$ cat config.mk
export PLATFORM = sky130hd
export DESIGN_NAME = mem_access_controller
export DESIGN_NICKNAME = d
export VERILOG_FILES = /design/src/rtl/mem_access_controller.sv
export SDC_FILE = /design/constraint.sdc
export NUM_CORES = 1
export LEC_CHECK = 0
export CAP_MARGIN = 30
export CELL_PAD_IN_SITES_DETAIL_PLACEMENT = 2
export CELL_PAD_IN_SITES_GLOBAL_PLACEMENT = 2
export CORE_UTILIZATION = 26
export DETAILED_ROUTE_END_ITERATION = 6
export PLACE_DENSITY = 0.81
export SLEW_MARGIN = 20
export SYNTH_ARGS = -nofsm -noshare
export SYNTH_HDL_FRONTEND = slang
export SYNTH_SLANG_ARGS = --single-unit
export TNS_END_PERCENT = 20
$ cat constraint.sdc
create_clock -name clk -period 5.4 [get_ports clk]
set_clock_uncertainty 0.15 [all_clocks]
set_input_delay 1.35 -clock clk [delete_from_list [all_inputs] [get_ports clk]]
set_output_delay 1.35 -clock clk [all_outputs]
set_load 0.05 [all_outputs]
$ cat src/rtl/mem_access_controller.sv
// Data-memory access sequencer for the MEM pipeline stage.
// Drives a ready-handshaked data RAM. It stalls the pipeline while an access is
// in flight, formats sub-word loads, and does read-modify-write for sub-word
// stores. It flags misaligned or illegal requests and RAM timeouts.
//
// Ports:
//   clk, rst               clock, asynchronous active-high reset
//   req_read, req_write    load / store request from MEM stage, held until done
//   req_addr, req_wdata    byte address, right-justified store data
//   load_mode              00 word, 01 half signed, 10 byte signed, 11 byte unsigned
//   store_mode             00 word, 01 half, 10 byte, 11 illegal
//   stall                  combinational pipeline hold
//   done, err              one-cycle completion / error pulses
//   load_data              formatted load result
//   mem_read, mem_write    RAM strobes (mutually exclusive)
//   mem_addr, mem_wdata    word-aligned RAM address and write data
//   mem_rdata, mem_ready   RAM read data and completion handshake
module mem_access_controller #(
    parameter int unsigned TIMEOUT = 16,
    parameter int unsigned CNT_W   = 5
) (
    input  logic        clk,
    input  logic        rst,
    input  logic        req_read,
    input  logic        req_write,
    input  logic [31:0] req_addr,
    input  logic [31:0] req_wdata,
    input  logic [1:0]  load_mode,
    input  logic [1:0]  store_mode,
    output logic        stall,
    output logic        done,
    output logic [31:0] load_data,
    output logic        err,
    output logic        mem_read,
    output logic        mem_write,
    output logic [31:0] mem_addr,
    output logic [31:0] mem_wdata,
    input  logic [31:0] mem_rdata,
    input  logic        mem_ready
);

    localparam logic [CNT_W-1:0] CNT_LAST = CNT_W'(TIMEOUT - 1);

    typedef enum logic [2:0] {
        IDLE,
        READ,
        WRITE,
        RMW_RD,
        RMW_WR,
        DONE
    } state_t;

    state_t            state_q, state_d;
    logic [CNT_W-1:0]  cnt_q, cnt_d;
    logic              done_d, err_d, mem_read_d, mem_write_d;
    logic [31:0]       mem_addr_d, mem_wdata_d, load_data_d;

    logic              rd_misalign, wr_illegal, bad_req, legal_req, timeout_hit;

    // Pick the addressed lane(s) out of a RAM word and extend to 32 bits.
    function automatic logic [31:0] format_load(input logic [31:0] rdata,
                                                input logic [1:0]  mode,
                                                input logic [1:0]  lane);
        logic [15:0] half_v;
        logic [7:0]  byte_v;
        half_v = lane[1] ? rdata[31:16] : rdata[15:0];
        byte_v = rdata[{lane, 3'b000} +: 8];
        case (mode)
            2'b00:   format_load = rdata;
            2'b01:   format_load = {{16{half_v[15]}}, half_v};
            2'b10:   format_load = {{24{byte_v[7]}}, byte_v};
            default: format_load = {24'h000000, byte_v};
        endcase
    endfunction

    // Overlay the store lane(s) of wdata onto the word read back from RAM.
    function automatic logic [31:0] merge_store(input logic [31:0] rdata,
                                                input logic [31:0] wdata,
                                                input logic [1:0]  mode,
                                                input logic [1:0]  lane);
        logic [31:0] res;
        res = rdata;
        if (mode == 2'b01) begin
            if (lane[1]) res[31:16] = wdata[15:0];
            else         res[15:0]  = wdata[15:0];
        end else begin
            res[{lane, 3'b000} +: 8] = wdata[7:0];
        end
        return res;
    endfunction

    // Request classification.
    always_comb begin
        case (load_mode)
            2'b00:   rd_misalign = (req_addr[1:0] != 2'b00);
            2'b01:   rd_misalign = req_addr[0];
            default: rd_misalign = 1'b0;
        endcase
        case (store_mode)
            2'b00:   wr_illegal = (req_addr[1:0] != 2'b00);
            2'b01:   wr_illegal = req_addr[0];
            2'b10:   wr_illegal = 1'b0;
            default: wr_illegal = 1'b1;
        endcase
        bad_req   = (req_read & req_write) | (req_read & rd_misalign) |
                    (req_write & wr_illegal);
        legal_req = (req_read | req_write) & ~bad_req;
    end

    // Last wait cycle before the access is abandoned.
    assign timeout_hit = (cnt_q == CNT_LAST);

    // Next-state and registered-output logic.
    always_comb begin
        state_d     = state_q;
        cnt_d       = cnt_q;
        done_d      = 1'b0;
        err_d       = 1'b0;
        mem_read_d  = mem_read;
        mem_write_d = mem_write;
        mem_addr_d  = mem_addr;
        mem_wdata_d = mem_wdata;
        load_data_d = load_data;
        stall       = 1'b0;

        case (state_q)
            IDLE: begin
                // The cycle after an err pulse is the pipeline-advance cycle.
                if (!err) begin
                    if (bad_req) begin
                        err_d = 1'b1;
                    end else if (legal_req) begin
                        stall      = 1'b1;
                        cnt_d      = '0;
                        mem_addr_d = {req_addr[31:2], 2'b00};
                        if (req_read) begin
                            state_d    = READ;
                            mem_read_d = 1'b1;
                        end else if (store_mode == 2'b00) begin
                            state_d     = WRITE;
                            mem_write_d = 1'b1;
                            mem_wdata_d = req_wdata;
                        end else begin
                            state_d    = RMW_RD;
                            mem_read_d = 1'b1;
                        end
                    end
                end
            end
            READ: begin
                stall = 1'b1;
                if (mem_ready) begin
                    load_data_d = format_load(mem_rdata, load_mode, req_addr[1:0]);
                    mem_read_d  = 1'b0;
                    done_d      = 1'b1;
                    state_d     = DONE;
                end else if (timeout_hit) begin
                    mem_read_d = 1'b0;
                    done_d     = 1'b1;
                    err_d      = 1'b1;
                    state_d    = DONE;
                end else begin
                    cnt_d = cnt_q + CNT_W'(1);
                end
            end
            WRITE, RMW_WR: begin
                stall = 1'b1;
                if (mem_ready || timeout_hit) begin
                    mem_write_d = 1'b0;
                    done_d      = 1'b1;
                    err_d       = ~mem_ready;
                    state_d     = DONE;
                end else begin
                    cnt_d = cnt_q + CNT_W'(1);
                end
            end
            RMW_RD: begin
                stall = 1'b1;
                if (mem_ready) begin
                    mem_wdata_d = merge_store(mem_rdata, req_wdata, store_mode,
                                              req_addr[1:0]);
                    mem_read_d  = 1'b0;
                    mem_write_d = 1'b1;
                    cnt_d       = '0;
                    state_d     = RMW_WR;
                end else if (timeout_hit) begin
                    mem_read_d = 1'b0;
                    done_d     = 1'b1;
                    err_d      = 1'b1;
                    state_d    = DONE;
                end else begin
                    cnt_d = cnt_q + CNT_W'(1);
                end
            end
            DONE: begin
                state_d = IDLE;
            end
            default: begin
                state_d     = IDLE;
                mem_read_d  = 1'b0;
                mem_write_d = 1'b0;
            end
        endcase

        if (rst) stall = 1'b0;
    end

    // State and output registers.
    always_ff @(posedge clk or posedge rst) begin
        if (rst) begin
            state_q   <= IDLE;
            cnt_q     <= '0;
            done      <= 1'b0;
            err       <= 1'b0;
            mem_read  <= 1'b0;
            mem_write <= 1'b0;
            mem_addr  <= '0;
            mem_wdata <= '0;
            load_data <= '0;
        end else begin
            state_q   <= state_d;
            cnt_q     <= cnt_d;
            done      <= done_d;
            err       <= err_d;
            mem_read  <= mem_read_d;
            mem_write <= mem_write_d;
            mem_addr  <= mem_addr_d;
            mem_wdata <= mem_wdata_d;
            load_data <= load_data_d;
        end
    end

endmodule

# Word-level counts from Yosys, hierarchy flattened
# Index checks and enable logic that the tools add are counted.
totals:
  out_inout_bits: 101
  regBits: 106
  in_bits: 105
  word_cells: 129
op_classes:
  n_eq_ne: 21
  shift: 3
  mux: 63
  addsub: 2
  n_reduce_logical: 19
  bitwise: 12
op_table:
  columns: ["operator", "n"]
  rows:
  - ["two-way mux 32 bit", 7]
  - ["one-hot mux 32 bit (3 select lines)", 1]
  - ["one-hot mux 32 bit (2 select lines)", 1]
  - ["two-way mux 16 bit", 3]
  - ["two-way mux 5 bit", 7]
  - ["bitwise mux 32 bit", 1]
  - ["variable shift 8 x 7 -> 32 bit (first input constant)", 1]
  - ["variable part select 32 x 6 -> 8 bit", 1]
  - ["variable part select 8 x 7 -> 32 bit", 1]
  - ["two-way mux 1 bit", 26]
  - ["two-way mux 3 bit", 7]
  - ["one-hot mux 5 bit (4 select lines)", 1]
  - ["inequality test 2 bit (second input constant)", 9]
  - ["one-hot mux 1 bit (3 select lines)", 4]
  - ["one-hot mux 3 bit (4 select lines)", 1]
  - ["AND reduction 6 bit", 2]
  - ["AND reduction 4 bit", 2]
  - ["AND reduction 8 bit", 1]
  - ["negation 5 -> 7 bit", 1]
  - ["AND reduction 7 bit", 1]
  - ["equality test 3 x 2 -> 1 bit (second input constant)", 2]
  - ["equality test 3 bit (second input constant)", 2]
  - ["OR reduction 2 bit", 3]
  - ["adder 5 x 1 -> 5 bit (second input constant)", 1]
  - ["20 further kinds", 34]

# Depth between registers and ports, before layout
# Gate-level depths: netlist of run 1.
depth:
  ltp_word: 12
  ltp_mapped: 11
  ltp_nobuf: 8

# Worst setup path before layout of run 1
# OpenSTA, ideal clock, no wires.
synth_path:
  path_type: "in2out"
  from: "input req_addr[1]"
  to: "output stall"
  setup_slack_ns: -0.184
  required_time_ns: 3.900
  path_stages: 8
  t_arrival_ns: 4.084
  n_path_buf: 2
  cell_sequence: "clkbuf_1 -> inv_1 -> clkbuf_1 -> ha_1 -> o21bai_1 -> a2111oi_4 -> nor4_2 -> nor3_1"
synth_via:
  elab_chain_cells: 12
  word_cells_on_any_way: 14
  cone_classes: "mux: 7; bitwise: 6; reduce/logical: 1"
synth_rtl:
  columns: ["item", "line", "text"]
  rows:
  - ["from (decl)", "26", "input logic [31:0] req_addr,"]
  - ["nonzero test 2 bit *", "95, 100", null]
  - ["one-hot mux 1 bit (2 select lines)", "94", "case (load_mode)"]
  - ["bitwise AND 1 bit", "105", "bad_req = (req_read & req_write) | (req_read & rd_misalign) |"]
  - ["OR 1 bit", "105", null]
  - ["OR 1 bit *", "105", null]
  - ["inverter 1 bit (no line)", null, null]
  - ["bitwise AND 1 bit", "107", "legal_req = (req_read | req_write) & ~bad_req;"]
  - ["two-way mux 1 bit", "132", "end else if (legal_req) begin"]
  - ["two-way mux 1 bit *", "130", "if (bad_req) begin"]
  - ["two-way mux 1 bit *", "129", "if (!err) begin"]
  - ["one-hot mux 1 bit (2 select lines) *", "126", "case (state_q)"]
  - ["two-way mux 1 bit *", "205", "if (rst) stall = 1'b0;"]
  - ["to (decl)", "30", "output logic stall,"]
# Mark *: on every way between the ends. The rest lies on a longest branch, timed or not.

# Worst setup path after layout of run 1
layout_path:
  from: "input req_addr[0]"
  to: "output stall"
layout_via:
  elab_chain_cells: 12
  word_cells_on_any_way: 14
  cone_classes: "mux: 7; bitwise: 6; reduce/logical: 1"
layout_rtl:
  columns: ["item", "line"]
  rows:
  - ["nonzero test 2 bit", "95, 100"]
  - ["one-hot mux 1 bit (2 select lines)", "94"]
  - ["bitwise AND 1 bit", "105"]
  - ["OR 1 bit", "105"]
  - ["OR 1 bit *", "105"]
  - ["inverter 1 bit (no line)", null]
  - ["bitwise AND 1 bit", "107"]
  - ["two-way mux 1 bit", "132"]
  - ["two-way mux 1 bit *", "130"]
  - ["two-way mux 1 bit *", "129"]
  - ["one-hot mux 1 bit (2 select lines) *", "126"]
  - ["two-way mux 1 bit *", "205"]
# Marked as above.

==> out/qor.yml, run 1 <==
status:
  status: "finished, final reports clean"
setup_path:
  path_buf_inv: 3
  cpMaxStageDelayCell: "a2111oi_4"
  crit_required_ns: 3.90
  setup.worst_path.start: "req_addr[0]"
  critical_path_class: "input pin to output port"
  worstPathCellList: "clkdlybuf4s50_1 -> inv_1 -> ha_1 -> o21bai_1 -> a2111oi_4 -> nor4_2 -> nor3_2 -> buf_4"
  crit_arrival_ns: 3.57
  reg2reg_from: "state_q[2]"
  end_kind: "output port"
  path_delay_family: "buffers and inverters"
  cp_max_fo: 6
  slowest_delay_ns: 0.56
  crit_path_start_kind: "input pin"
placed_design:
  gp_congestion: 0.844
  port_buffers: 203
  dp_hpwl_mm: 18.0
  place_ws_ns: 0.316
die:
  initial_core_util_pct: 26.5
  ios: 206
  die_h_microns: 148
  die-area_sq_um: 22000
  rows: 53
  core_area_sq_um: 21000
  die_w_microns: 148
global_routing:
  busiest_layer: "met2"
  grt_pass1_wl_mm: 35.6
  gr-total-overflow: 0
  use_met3_pct: 3.90
  antenna_found_initial: 2
  grt_use_met2_pct: 35.5
  grt_pass1_vias: 5947
  grt_util_all_layers_pct: 21.1
  grt_start_max_net_pins: 66
  grtUsageMet1_pct: 26.8
logic_synthesis:
  avgSynthCellArea_sq_um: 9.31
  ys_types: 59
  seq_area_frac_synth_pct: 47.6
  yosysWarningCount: 0
  synthCells: 599
  synth_flop_cell: "dfrtp_1"
  syn_area_sq_um: 5580
  ys_ff_latch: 106
  ys_async_sr_fraction_pct: 100
  synth_top_area_share_pct: 47.6
  synth_edf_count: 0
  synth_area_leaders: "dfrtp_1 48%, mux2_2 6.1%, a21oi_1 6.0%"
  synth_top_cell_by_area: "dfrtp_1"
timing:
  finalHoldViolations: 0
  rsz0062_at_grt: "false"
  drv_slew: 0
  post-route-period-util_pct: 93.9
  worst_slew_pin_slew_ns: 0.776
  fin_setup_tns_ns: 0
  setup_ws_ns: 0.328
  setup_viol: 0
  fmax_mhz: 197
  slew_headroom_pct: 48.2
  period_needed_ns: 5.07
worst_hold_path:
  hp-start: "mem_wdata[0]"
  hp-class: "register to register"
cts:
  cts_root_buf: "clkbuf_16"
  path_clk_slew_ns: 0.08
  clk_path_buf_depth: 2
  cts_buffers: 9
  post_cts_buffers: 0
  worst_skew_pair.late_latency_ns: 0.36
  htree_levels: 3
  cts.sinks: 106
  cts_resized: 0
  tritoncts: "done"
  cts_hold_buf: 0
detailed_routing:
  wl_per_cell_microns: 21.5
  drc: 0
  drtIter0Drc: 197
  vias: 5548
  drt_first_pass_iters: 4
  drt_wl_total_mm: 23.0
  antenna_left: 0
  vias_per_cell: 5.18
power_and_ir_drop:
  p_leak_nw: 3.37
  powerDensity_nw_per_um2: 624
  peakVddDrop_mv: 0.254
final_layout:
  syn_to_final_growth_pct: 48.3
  nNetsFinal: 901
  drive_above_1_share_pct: 9.46
run:
  drv_cap: 0
## final timing paths
kind / to / slack (ns) / depth (start not counted)
worst max register to register: mem_wdata[2] / 2.29 / 5
worst min register to register: mem_wdata[0] / 0.34 / 2
max in group asynchronous: mem_addr[18] / 2.94 / 3
worst min-delay path: mem_wdata[0] / 0.34 / 2
min in group asynchronous: state_q[1] / 1.30 / 2
worst max-delay path: stall / 0.33 / 8
## cell type report
type	instances	area, sq um
clock buffer	10	239
fill	2289	12800
tap	275	344
clock inverter	6	72.6
antenna	3	7.51
inverter	12	47.5
sequential	106	2650
multi-input combinational	440	2740
timing repair buffer	219	2160
## layout by cell type (no fill, tap or decap), types with 5 or more instances in the layout
| cell type | instances |
|---|---|
| a211oi_1 | 8 |
| a21oi_1 | 67 |
| a221oi_1 | 23 |
| a22oi_1 | 9 |
| and2_1 | 10 |
| buf_4 | 16 |
| clkbuf_16 | 9 |
| clkdlybuf4s50_1 | 202 |
| dfrtp_1 | 106 |
| ha_1 | 8 |
| inv_1 | 10 |
| mux2_2 | 30 |
| mux2i_1 | 11 |
| nand2_1 | 89 |
| nand3_1 | 5 |
| nor2_1 | 53 |
| o21ai_0 | 44 |
| o22a_1 | 10 |
| o22ai_1 | 9 |
| o31ai_1 | 8 |
## synthesized netlist by cell type, types with 2 or more instances
cell type	n
dfrtp_1	106
nand2_1	89
a21oi_1	67
nor2_1	53
o21ai_0	44
mux2_2	30
clkbuf_1	28
a221oi_1	23
inv_1	11
mux2i_1	11
and2_1	10
o22a_1	10
a22oi_1	9
o22ai_1	9
a211oi_1	8
ha_1	8
o31ai_1	8
buf_1	7
buf_2	5
nand3_1	5
a31oi_1	4
nand2b_1	4
a21o_1	2
and3_1	2
and3b_1	2
buf_4	2
mux2_1	2
nand3b_1	2
nor3_1	2
nor3b_1	2
nor4_1	2
o21a_1	2
o21bai_1	2
or2_2	2
or3_1	2
## tightest hold or removal path, delay by kind of cell (launching register included)
kind | cells | cell delay [ns]
flops | 1 | 0.35
compound gates | 1 | 0.06
simple gates | 1 | 0.05
## registers in the layout, summed over array words and instances, names as in the netlist
register / cells
cnt_q: 5
err: 1
mem_read: 1
done: 1
mem_wdata: 32
mem_addr: 30
load_data: 32
state_q: 3
mem_write: 1
## kinds of logic after synthesis
kind of cell,after synthesis,share of synthesized area (%)
buffers and inverters,54,3.88
AO/OA/AOI/OAI,200,23.0
flip-flops,106,47.6
other,1,0.0673
adder cells (fa/ha/maj),8,1.80
AND/OR/NAND/NOR,186,14.9
multiplexers,44,8.84
## where the power goes
group	switching (W)	total [W]	internal, W
registers	0.000261	0.00143	0.00117
clock network	0.000331	0.000710	0.000380
logic	0.00201	0.00302	0.00101
## through the flow
| step | power, W | instances | hold slack (ns) | util (%) | area (sq um) |
|---|---|---|---|---|---|
| global route | 0.00542 | 1071 | 0.366 | 39.3 | 8270 |
| floorplan | 0.00333 | 600 | 0.344 | - | 5580 |
| detailed placement | 0.00448 | 1052 | 0.327 | 37.8 | 7950 |
| CTS | 0.00521 | 1068 | 0.344 | 39.3 | 8260 |
| finish | 0.00516 | 1071 | 0.339 | 39.3 | 8270 |
| global placement | 0.00435 | 1051 | 0.314 | 37.7 | 7930 |
## routing by layer
layer,share of wire [%],vias up
li1,-,2543
met1,44,2799
met2,49,179
met3,4.5,27
met4,2.4,0
met5,0,-
(Power assumes the default switching activity.)
==> run 2, diff against run 1 <==
CORE_UTILIZATION = 28   (was 26)
PLACE_DENSITY = 0.86   (was 0.81)
clock period = 6 ns   (was 5.4 ns; I/O delays follow)
==> run 2 against run 1 <==
Compared with the run above:
- core utilization up 3.1 points
- highest routed layer unchanged
- clock power down 9.7%
- count of clock-buffer cells in the layout up 1
- wire length up 3.2%
- global-route usage up 2.9 points
==> out/qor.yml, run 2 (synthesis gave the netlist of run 1 again) <==
setup_path:
  slowest_delay_ns: 0.54
  crit_arrival_ns: 3.77
  crit_path_start_kind: "input pin"
  rr_endpoint: "mem_wdata[3]"
  crit_required_ns: 4.35
  critical_path_class: "input pin to output port"
  cp_max_fo: 6
  worstPathCellList: "clkdlybuf4s50_1 -> inv_1 -> ha_1 -> o21bai_1 -> a2111oi_4 -> nor4_2 -> nor3_1 -> buf_12"
  cpMaxStageDelayCell: "a2111oi_4"
  worstRegToRegCells: 5
  reg2reg_from: "state_q[2]"
  path_buf_inv: 3
  path_delay_family: "buffers and inverters"
  r2r_slack_ns: 2.98
  end_kind: "output port"
die:
  die-area_sq_um: 20500
  initial_core_util_pct: 28.6
  die_w_microns: 143
  core_area_sq_um: 19500
  ios: 206
  rows: 51
  die_h_microns: 143
cts:
  cts.sinks: 106
  clk_path_buf_depth: 2
  cts_buffers: 9
  tritoncts: "done"
  cts_root_buf: "clkbuf_16"
  path_clk_slew_ns: 0.07
  htree_levels: 3
  post_cts_buffers: 0
  cts_resized: 0
  worst_skew_pair.late_latency_ns: 0.35
  cts_hold_buf: 0
status:
  status: "finished, final reports clean"
global_routing:
  grt_util_all_layers_pct: 23.9
  busiest_layer: "met2"
  antenna_found_initial: 0
  grt_use_met2_pct: 41.7
  grt_start_max_net_pins: 74
  gr-total-overflow: 0
  use_met3_pct: 5.60
  grtUsageMet1_pct: 29.2
  grt_pass1_vias: 6171
  grt_pass1_wl_mm: 36.9
final_layout:
  nNetsFinal: 902
  antennaDiodeCount: 0
  layout_common_cells: "202 x clkdlybuf4s50_1, 106 x dfrtp_1, 89 x nand2_1"
  utilization_pct: 42.4
  syn_to_final_growth_pct: 48.1
  drive_above_1_share_pct: 9.08
  largest_registers: "load_data: 32 flops, mem_wdata: 32 flops, mem_addr: 30 flops"
  layout_commonest_cell: "clkdlybuf4s50_1"
  num-fill-cells: 2108
power_and_ir_drop:
  p_leak_nw: 3.37
  peakVddDrop_mv: 0.251
  powerDensity_nw_per_um2: 566
detailed_routing:
  drtIter0Drc: 275
  vias_per_cell: 5.24
  drt_first_pass_iters: 4
  drc: 0
  antenna_left: 0
  wl_per_cell_microns: 22.5
  vias: 5539
  drt_wl_total_mm: 23.8
worst_hold_path:
  hp-class: "register to register"
  hold-path-cell-count: 2
  min_to: "mem_wdata[23]"
  hp-start: "mem_wdata[23]"
timing:
  fin_setup_tns_ns: 0
  fmax_mhz: 184
  drv_slew: 0
  setup_ws_ns: 0.576
  finalHoldViolations: 0
  post-route-period-util_pct: 90.4
  worst_slew_pin_slew_ns: 0.707
  setup_viol: 0
  rsz0062_at_grt: "false"
  slew_headroom_pct: 52.8
  period_needed_ns: 5.42
run:
  drv_cap: 0
placed_design:
  gp_congestion: 0.877
  dp_hpwl_mm: 18.5
  place_ws_ns: 0.573
  port_buffers: 203
-- run 2: cell types whose count changed in the layout (fill, tap and decap cells not counted) --
cell	before	now
diode_2	3	0
clkbuf_1	0	2
bufinv_16	1	2
nor3_1	0	1
clkinv_2	1	0
inv_6	2	1
clkinv_4	1	0
nor3_2	2	1
clkbuf_8	1	0
inv_8	1	0
buf_12	1	2
clkinvlp_4	0	1
-- run 2: layout make-up --
cell class              instances  area (sq um)  share of cell area (%)
multi-input cells             440          2740                    33.1
flip-flops and latches        106          2650                    32.1
repair buffers                220          2180                    26.4
well taps                     265           332                    4.01
clock buffers                  11           233                    2.82
clock inverters                 4          76.3                   0.924
inverters                      12          47.5                   0.576
-- run 2: power breakdown --
part / total [W] / internal, W / switching, W
sequential: 0.00130 / 0.00105 / 0.000244
clock: 0.000641 / 0.000366 / 0.000275
combinational: 0.00274 / 0.000919 / 0.00182
-- run 2: through the flow --
| stage | total power, W | hold WS (ns) | instances | instance area (sq um) |
|---|---|---|---|---|
| floorplan | 0.00300 | 0.344 | 600 | 5580 |
| global placement | 0.00392 | 0.315 | 1042 | 7930 |
| detailed placement | 0.00406 | 0.325 | 1042 | 7930 |
| CTS | 0.00472 | 0.341 | 1057 | 8240 |
| global route | 0.00492 | 0.372 | 1058 | 8260 |
| finish | 0.00468 | 0.334 | 1058 | 8260 |
-- run 2: routing by layer --
| layer | vias up | share of wire (%) |
|---|---|---|
| met2 | 207 | 51 |
| met4 | 0 | 1.8 |
| li1 | 2538 | - |
| met5 | - | 0 |
| met1 | 2763 | 41 |
| met3 | 31 | 6.6 |
-- run 2: how the worst max path moves through the flow --
stage               cells past startpoint  endpoint        start  slack [ns]
floorplan                               8     stall  req_addr[1]        0.12
detailed placement                      8     stall  req_addr[0]        0.57
global route                            8     stall  req_addr[0]        0.41
global placement                        8     stall  req_addr[0]        0.65
finish                                  8     stall  req_addr[0]        0.58
CTS                                     8     stall  req_addr[0]        0.55
-- run 2: worst register-to-register path, delay by kind of cell (launching register included) --
family | cells | cell delay (ns)
AO/OA/AOI/OAI | 4 | 1.56
AND/OR/NAND/NOR | 1 | 0.62
flip-flops | 1 | 0.61
